$ cat config.mk
export PLATFORM = sky130hd
export DESIGN_NAME = vga_test_pattern_gen
export DESIGN_NICKNAME = d
export VERILOG_FILES = /design/src/rtl/vga_test_pattern_gen.sv
export SDC_FILE = /design/constraint.sdc
export NUM_CORES = 1
export LEC_CHECK = 0
export CELL_PAD_IN_SITES_DETAIL_PLACEMENT = 0
export CELL_PAD_IN_SITES_GLOBAL_PLACEMENT = 1
export CORE_MARGIN = 3
export CORE_UTILIZATION = 46
export DETAILED_ROUTE_END_ITERATION = 7
export GPL_ROUTABILITY_DRIVEN = 0
export PLACE_DENSITY = 0.79
export SYNTH_ARGS = -nofsm -noshare
export SYNTH_HDL_FRONTEND = slang
export SYNTH_SLANG_ARGS = --single-unit
$ cat constraint.sdc
create_clock -name i_clk -period 4.4 [get_ports i_clk]
set_input_delay 0.66 -clock i_clk [delete_from_list [all_inputs] [get_ports i_clk]]
set_output_delay 0.66 -clock i_clk [all_outputs]
set_load 0.01 [all_outputs]
$ cat src/rtl/vga_test_pattern_gen.sv
// VGA test pattern generator: derives its own pixel counters from incoming syncs and drives a
// registered colour pattern two cycles behind the syncs. Define VGA_TPG_MOVING_BOX_EN to build pattern 7.
module vga_test_pattern_gen #(
  parameter int VIDEO_WIDTH  = 3,
  parameter int TOTAL_COLS   = 800,
  parameter int TOTAL_ROWS   = 525,
  parameter int ACTIVE_COLS  = 640,
  parameter int ACTIVE_ROWS  = 480,
  parameter int CHECKER_LOG2 = 5,
  parameter int RAMP_SHIFT   = 6,
  parameter int BOX_SIZE     = 32
) (
  input  logic                   i_clk,
  input  logic                   i_rst,
  input  logic                   i_hsync,
  input  logic                   i_vsync,
  input  logic [2:0]             i_pattern,
  output logic                   o_hsync,
  output logic                   o_vsync,
  output logic [VIDEO_WIDTH-1:0] o_red_video,
  output logic [VIDEO_WIDTH-1:0] o_green_video,
  output logic [VIDEO_WIDTH-1:0] o_blue_video,
  output logic                   o_frame_start
);

  localparam int CW    = $clog2(TOTAL_COLS);
  localparam int RW    = $clog2(TOTAL_ROWS);
  localparam int BAR_W = ACTIVE_COLS / 8;
  localparam int BW    = (BAR_W > 1) ? $clog2(BAR_W) : 1;
  localparam logic [VIDEO_WIDTH-1:0] MAX = '1;

  logic          vsync_q;
  logic          fs;
  logic [CW-1:0] col;
  logic [RW-1:0] row;
  logic [BW-1:0] bar_px;
  logic [2:0]    bar_idx;
  logic [2:0]    pattern;
  logic          hsync_d1, vsync_d1, fs_d1;
  logic          line_end;

  assign fs       = i_vsync & ~vsync_q;
  assign line_end = (col == CW'(TOTAL_COLS - 1));

  // NOTE: clocked state uses non-blocking assignments so every register samples pre-edge values.
  always_ff @(posedge i_clk) begin
    if (i_rst) begin
      vsync_q  <= 1'b0;
      col      <= '0;
      row      <= '0;
      bar_px   <= '0;
      bar_idx  <= '0;
      pattern  <= '0;
      hsync_d1 <= 1'b0;
      vsync_d1 <= 1'b0;
      fs_d1    <= 1'b0;
    end else begin
      vsync_q  <= i_vsync;
      hsync_d1 <= i_hsync;
      vsync_d1 <= i_vsync;
      fs_d1    <= fs;
      if (fs) begin
        col     <= '0;
        row     <= '0;
        pattern <= i_pattern;
      end else if (line_end) begin
        col <= '0;
        row <= (row == RW'(TOTAL_ROWS - 1)) ? '0 : row + RW'(1);
      end else begin
        col <= col + CW'(1);
      end
      // Bar counter tracks col so the bar index needs no divider.
      if (fs || line_end) begin
        bar_px  <= '0;
        bar_idx <= '0;
      end else if (bar_px == BW'(BAR_W - 1)) begin
        bar_px  <= '0;
        bar_idx <= bar_idx + 3'd1;
      end else begin
        bar_px <= bar_px + BW'(1);
      end
    end
  end

`ifdef VGA_TPG_MOVING_BOX_EN
  localparam int BX_MAX = ACTIVE_COLS - BOX_SIZE;
  localparam int BY_MAX = ACTIVE_ROWS - BOX_SIZE;

  logic [CW-1:0] bx;
  logic [RW-1:0] by;
  logic          dx, dy;  // 1 = increasing
  logic [CW:0]   bx_end;
  logic [RW:0]   by_end;
  logic          in_box;

  always_ff @(posedge i_clk) begin
    if (i_rst) begin
      bx <= '0;
      by <= '0;
      dx <= 1'b1;
      dy <= 1'b1;
    end else if (fs) begin
      if (dx && bx == CW'(BX_MAX)) begin
        dx <= 1'b0;
        bx <= bx - CW'(1);
      end else if (!dx && bx == '0) begin
        dx <= 1'b1;
        bx <= bx + CW'(1);
      end else begin
        bx <= dx ? bx + CW'(1) : bx - CW'(1);
      end
      if (dy && by == RW'(BY_MAX)) begin
        dy <= 1'b0;
        by <= by - RW'(1);
      end else if (!dy && by == '0) begin
        dy <= 1'b1;
        by <= by + RW'(1);
      end else begin
        by <= dy ? by + RW'(1) : by - RW'(1);
      end
    end
  end

  assign bx_end = {1'b0, bx} + (CW+1)'(BOX_SIZE);
  assign by_end = {1'b0, by} + (RW+1)'(BOX_SIZE);
  assign in_box = (col >= bx) && ({1'b0, col} < bx_end) &&
                  (row >= by) && ({1'b0, row} < by_end);
`endif

  function automatic logic [2:0] bar_rgb(input logic [2:0] idx);
    case (idx)
      3'd0:    return 3'b111;
      3'd1:    return 3'b110;
      3'd2:    return 3'b011;
      3'd3:    return 3'b010;
      3'd4:    return 3'b101;
      3'd5:    return 3'b100;
      3'd6:    return 3'b001;
      default: return 3'b000;
    endcase
  endfunction

  logic                   active;
  logic [2:0]             bar_c;
  logic [VIDEO_WIDTH-1:0] ramp;
  logic [VIDEO_WIDTH-1:0] red_n, green_n, blue_n;

  assign active = (col < CW'(ACTIVE_COLS)) && (row < RW'(ACTIVE_ROWS));
  assign bar_c  = bar_rgb(bar_idx);
  assign ramp   = VIDEO_WIDTH'(col >> RAMP_SHIFT);

  // NOTE: every output gets a default first, so no path through the case can infer a latch.
  always_comb begin
    red_n   = '0;
    green_n = '0;
    blue_n  = '0;
    if (active) begin
      case (pattern)
        3'd1: red_n   = MAX;
        3'd2: green_n = MAX;
        3'd3: blue_n  = MAX;
        3'd4: if (col[CHECKER_LOG2] ^ row[CHECKER_LOG2]) begin
          red_n   = MAX;
          green_n = MAX;
          blue_n  = MAX;
        end
        3'd5: begin
          red_n   = {VIDEO_WIDTH{bar_c[2]}};
          green_n = {VIDEO_WIDTH{bar_c[1]}};
          blue_n  = {VIDEO_WIDTH{bar_c[0]}};
        end
        3'd6: begin
          red_n   = ramp;
          green_n = ramp;
          blue_n  = ramp;
        end
        3'd7: begin
`ifdef VGA_TPG_MOVING_BOX_EN
          blue_n = MAX;
          if (in_box) begin
            red_n   = MAX;
            green_n = MAX;
          end
`endif
        end
        default: ;
      endcase
    end
  end

  always_ff @(posedge i_clk) begin
    if (i_rst) begin
      o_hsync       <= 1'b0;
      o_vsync       <= 1'b0;
      o_frame_start <= 1'b0;
      o_red_video   <= '0;
      o_green_video <= '0;
      o_blue_video  <= '0;
    end else begin
      o_hsync       <= hsync_d1;
      o_vsync       <= vsync_d1;
      o_frame_start <= fs_d1;
      o_red_video   <= red_n;
      o_green_video <= green_n;
      o_blue_video  <= blue_n;
    end
  end

endmodule

==> out/qor.yml <==
worst_setup_path:
  crit_chain: "clkdlybuf4s50_1 -> a21oi_1 -> nand2_1 -> a21oi_1"
  critPathSlowestCell: "a21oi_1"
  path_max_fanout: 11
  cpMostUsedCell: "a21oi_1"
  critPathKind: "in -> reg"
  required_ns: 4.62
  cp_data_arrival_time_ns: 2.39
  critPathMaxStageDelay_ns: 0.58
  crit_path_start_kind: "primary input"
  endpoint_kind: "flip-flop"
yosys:
  synth_top_cell_by_area: "dfxtp_1"
  yosys_register_bits: 48
  yosysWarnings: 0
  synth_area_leaders: "dfxtp_1, ha_1, xnor2_1, nor2_1, a21oi_1"
  async_flop_share_pct: 0
  syn_inst: 228
  synth_cell_types: 42
  synth_top_area_share_pct: 46.5
  syn-num-nets: 244
  synth.cell_area_um2: 2070
  ys.flop_type: "dfxtp_1"
  synth_edf_count: 0
  synth_seq_area_share_pct: 46.5
  avgSynthCellArea_um2: 9.07
cts:
  cts.sinks: 48
  insertion_delay_ns: 0.29
  cts.repair.resized: 0
  holdBufCountCts: 0
  cts_made_buffers: 5
  clockBufferDepth: 2
  cts_tree: "yes"
  htreeDepth: 2
  clk_pin_slew_ns: 0.08
  cts_setup_buffers: 0
  cts_root_buf: "clkbuf_8"
power:
  p_leak_nw: 0.805
  power.density_nw_per_um2: 321
  ir_worst_vdd_v: 0.000164
global_routing:
  grt_pass1_wl_um: 6710
  grt_pass1_vias: 1579
  overflow: 0
  grt_antenna_before_repair: 0
  grtUsageTotal_pct: 16.0
  grt_max_degree: 15
route:
  avgViaCountPerCell: 5.36
  wl_met2_um: 1760
  ant_nets: 0
  vias: 1593
  wirelength_um: 3810
  topRoutingLayerUsed: "met4"
  routedWlPerCell_um: 12.8
  met3_length_um: 189
  wl_met1_um: 1800
  drt-pass1-iter-count: 4
  dr.first_iter.drc_count: 65
  drc: 0
layout:
  drive_above_1_share_pct: 5.26
  seq_area_um2: 961
  final_common_cell: "dfxtp_1"
  postLayoutCoreUtil_pct: 56.6
  areaGrowthSynthToFinish_pct: 14.2
  diodes: 0
  fillers: 367
  multi_input_area_um2: 1030
  final_nets: 262
  final_cell_mix: "dfxtp_1, nor2_1, clkdlybuf4s50_1"
  stdcell_count: 297
sta:
  fin_crit_ns: 2.17
  hold_violations: 0
  finClkSkew_ns: 0.00372
  worst_slew_pin_slew_ns: 0.669
  setup_ws_ns: 2.23
  tns_ns: 0
  max_slew_margin_pct: 55.4
  setup_violations: 0
  fmax_ghz: 0.461
  min_period_over_period_pct: 49.3
  whs_ns: 0.450
  grt_setup_unrepaired: "false"
  slew_violations: 0
placed_design:
  dp_cells: 289
  place_hpwl_um: 2770
  post-place-ws_ns: 1.94
  portBuffers: 18
die:
  die_x_um: 73.0
  die_h_um: 73.0
  die_area_um2: 5330
  core_area_um2: 4170
  core.rowCount: 23
  initial_core_util_pct: 49.5
  io_pins: 19
flow_run:
  maxCapViolCount: 0
run_status:
  outcome: "completed"
min_path:
  hold_path.class: "reg -> reg"
-- per-layer routing --
layer / vias up / track usage (%)
met3: 6 / 3.44
met2: 34 / 26.1
met4: 0 / 7.58
li1: 824 / -
met1: 729 / 19.9
met5: - / 0
-- cell type report --
| class | count | share of cell area (%) |
|---|---|---|
| clock buffer | 6 | 3.50 |
| clock inverter | 2 | 0.424 |
| inverter | 9 | 1.43 |
| multi-input combinational | 164 | 43.6 |
| sequential | 48 | 40.7 |
| tap | 50 | 2.65 |
| timing repair buffer | 18 | 7.64 |
-- flip-flops by register name (all words and copies together) (netlist names) --
signal         flops
vsync_d1           1
o_red_video        3
o_hsync            1
o_frame_start      1
col               10
o_green_video      3
bar_idx            3
o_blue_video       3
o_vsync            1
fs_d1              1
hsync_d1           1
pattern            3
bar_px             7
row               10
-- cell usage after synthesis (2+ instances only) --
cell,instances
a21o_1,4
o21ai_0,11
inv_1,9
nand4_1,5
xor2_1,6
buf_6,2
clkbuf_1,4
a22o_1,2
nor4_1,5
nor2_1,27
nand2_1,13
nand2b_1,5
nor3_1,5
or3_1,3
and3_1,2
xnor2_1,12
nor2b_1,7
a21oi_1,15
ha_1,9
dfxtp_1,48
o31ai_1,2
nand3_1,12
-- worst max-delay path, delay by kind of cell --
kind | cells | cell delay [ns]
AO/OA/AOI/OAI | 2 | 0.80
buffers and inverters | 1 | 0.53
AND/OR/NAND/NOR | 1 | 0.40
-- stage by stage --
stage	total power, mW	area (µm²)
floorplan	0.482	2070
global placement	0.502	2270
detailed placement	0.503	2270
CTS	0.765	2360
global route	0.787	2360
finish	0.756	2360
-- logic make-up (layout without fill, tap and decap cells) --
kind of cell,Yosys count,count (layout),share of synthesized area (%)
AO/OA/AOI/OAI,40,40,11.6
adder cells (fa/ha/maj),9,9,5.45
buffers and inverters,16,35,3.69
multiplexers,1,1,0.484
AND/OR/NAND/NOR,96,96,24.6
flip-flops,48,48,46.5
XOR/XNOR,18,18,7.63
-- final timing paths --
| path | startpoint | to | slack (ns) | cells after the start |
|---|---|---|---|---|
| max | i_rst | bar_px[6] | 2.23 | 4 |
| min | bar_px[0] | bar_px[0] | 0.45 | 1 |
| min reg2reg | bar_px[0] | bar_px[0] | 0.45 | 1 |
| max reg2reg | col[8] | row[9] | 2.26 | 4 |
-- report_power, final --
group          switching (mW)  internal [mW]  total [mW]  leakage (nW)
clock network           0.138          0.125       0.264        0.0510
registers             0.00589          0.444       0.450         0.390
logic                  0.0220         0.0205      0.0425         0.365
Power figures use the tool's default switching activity.
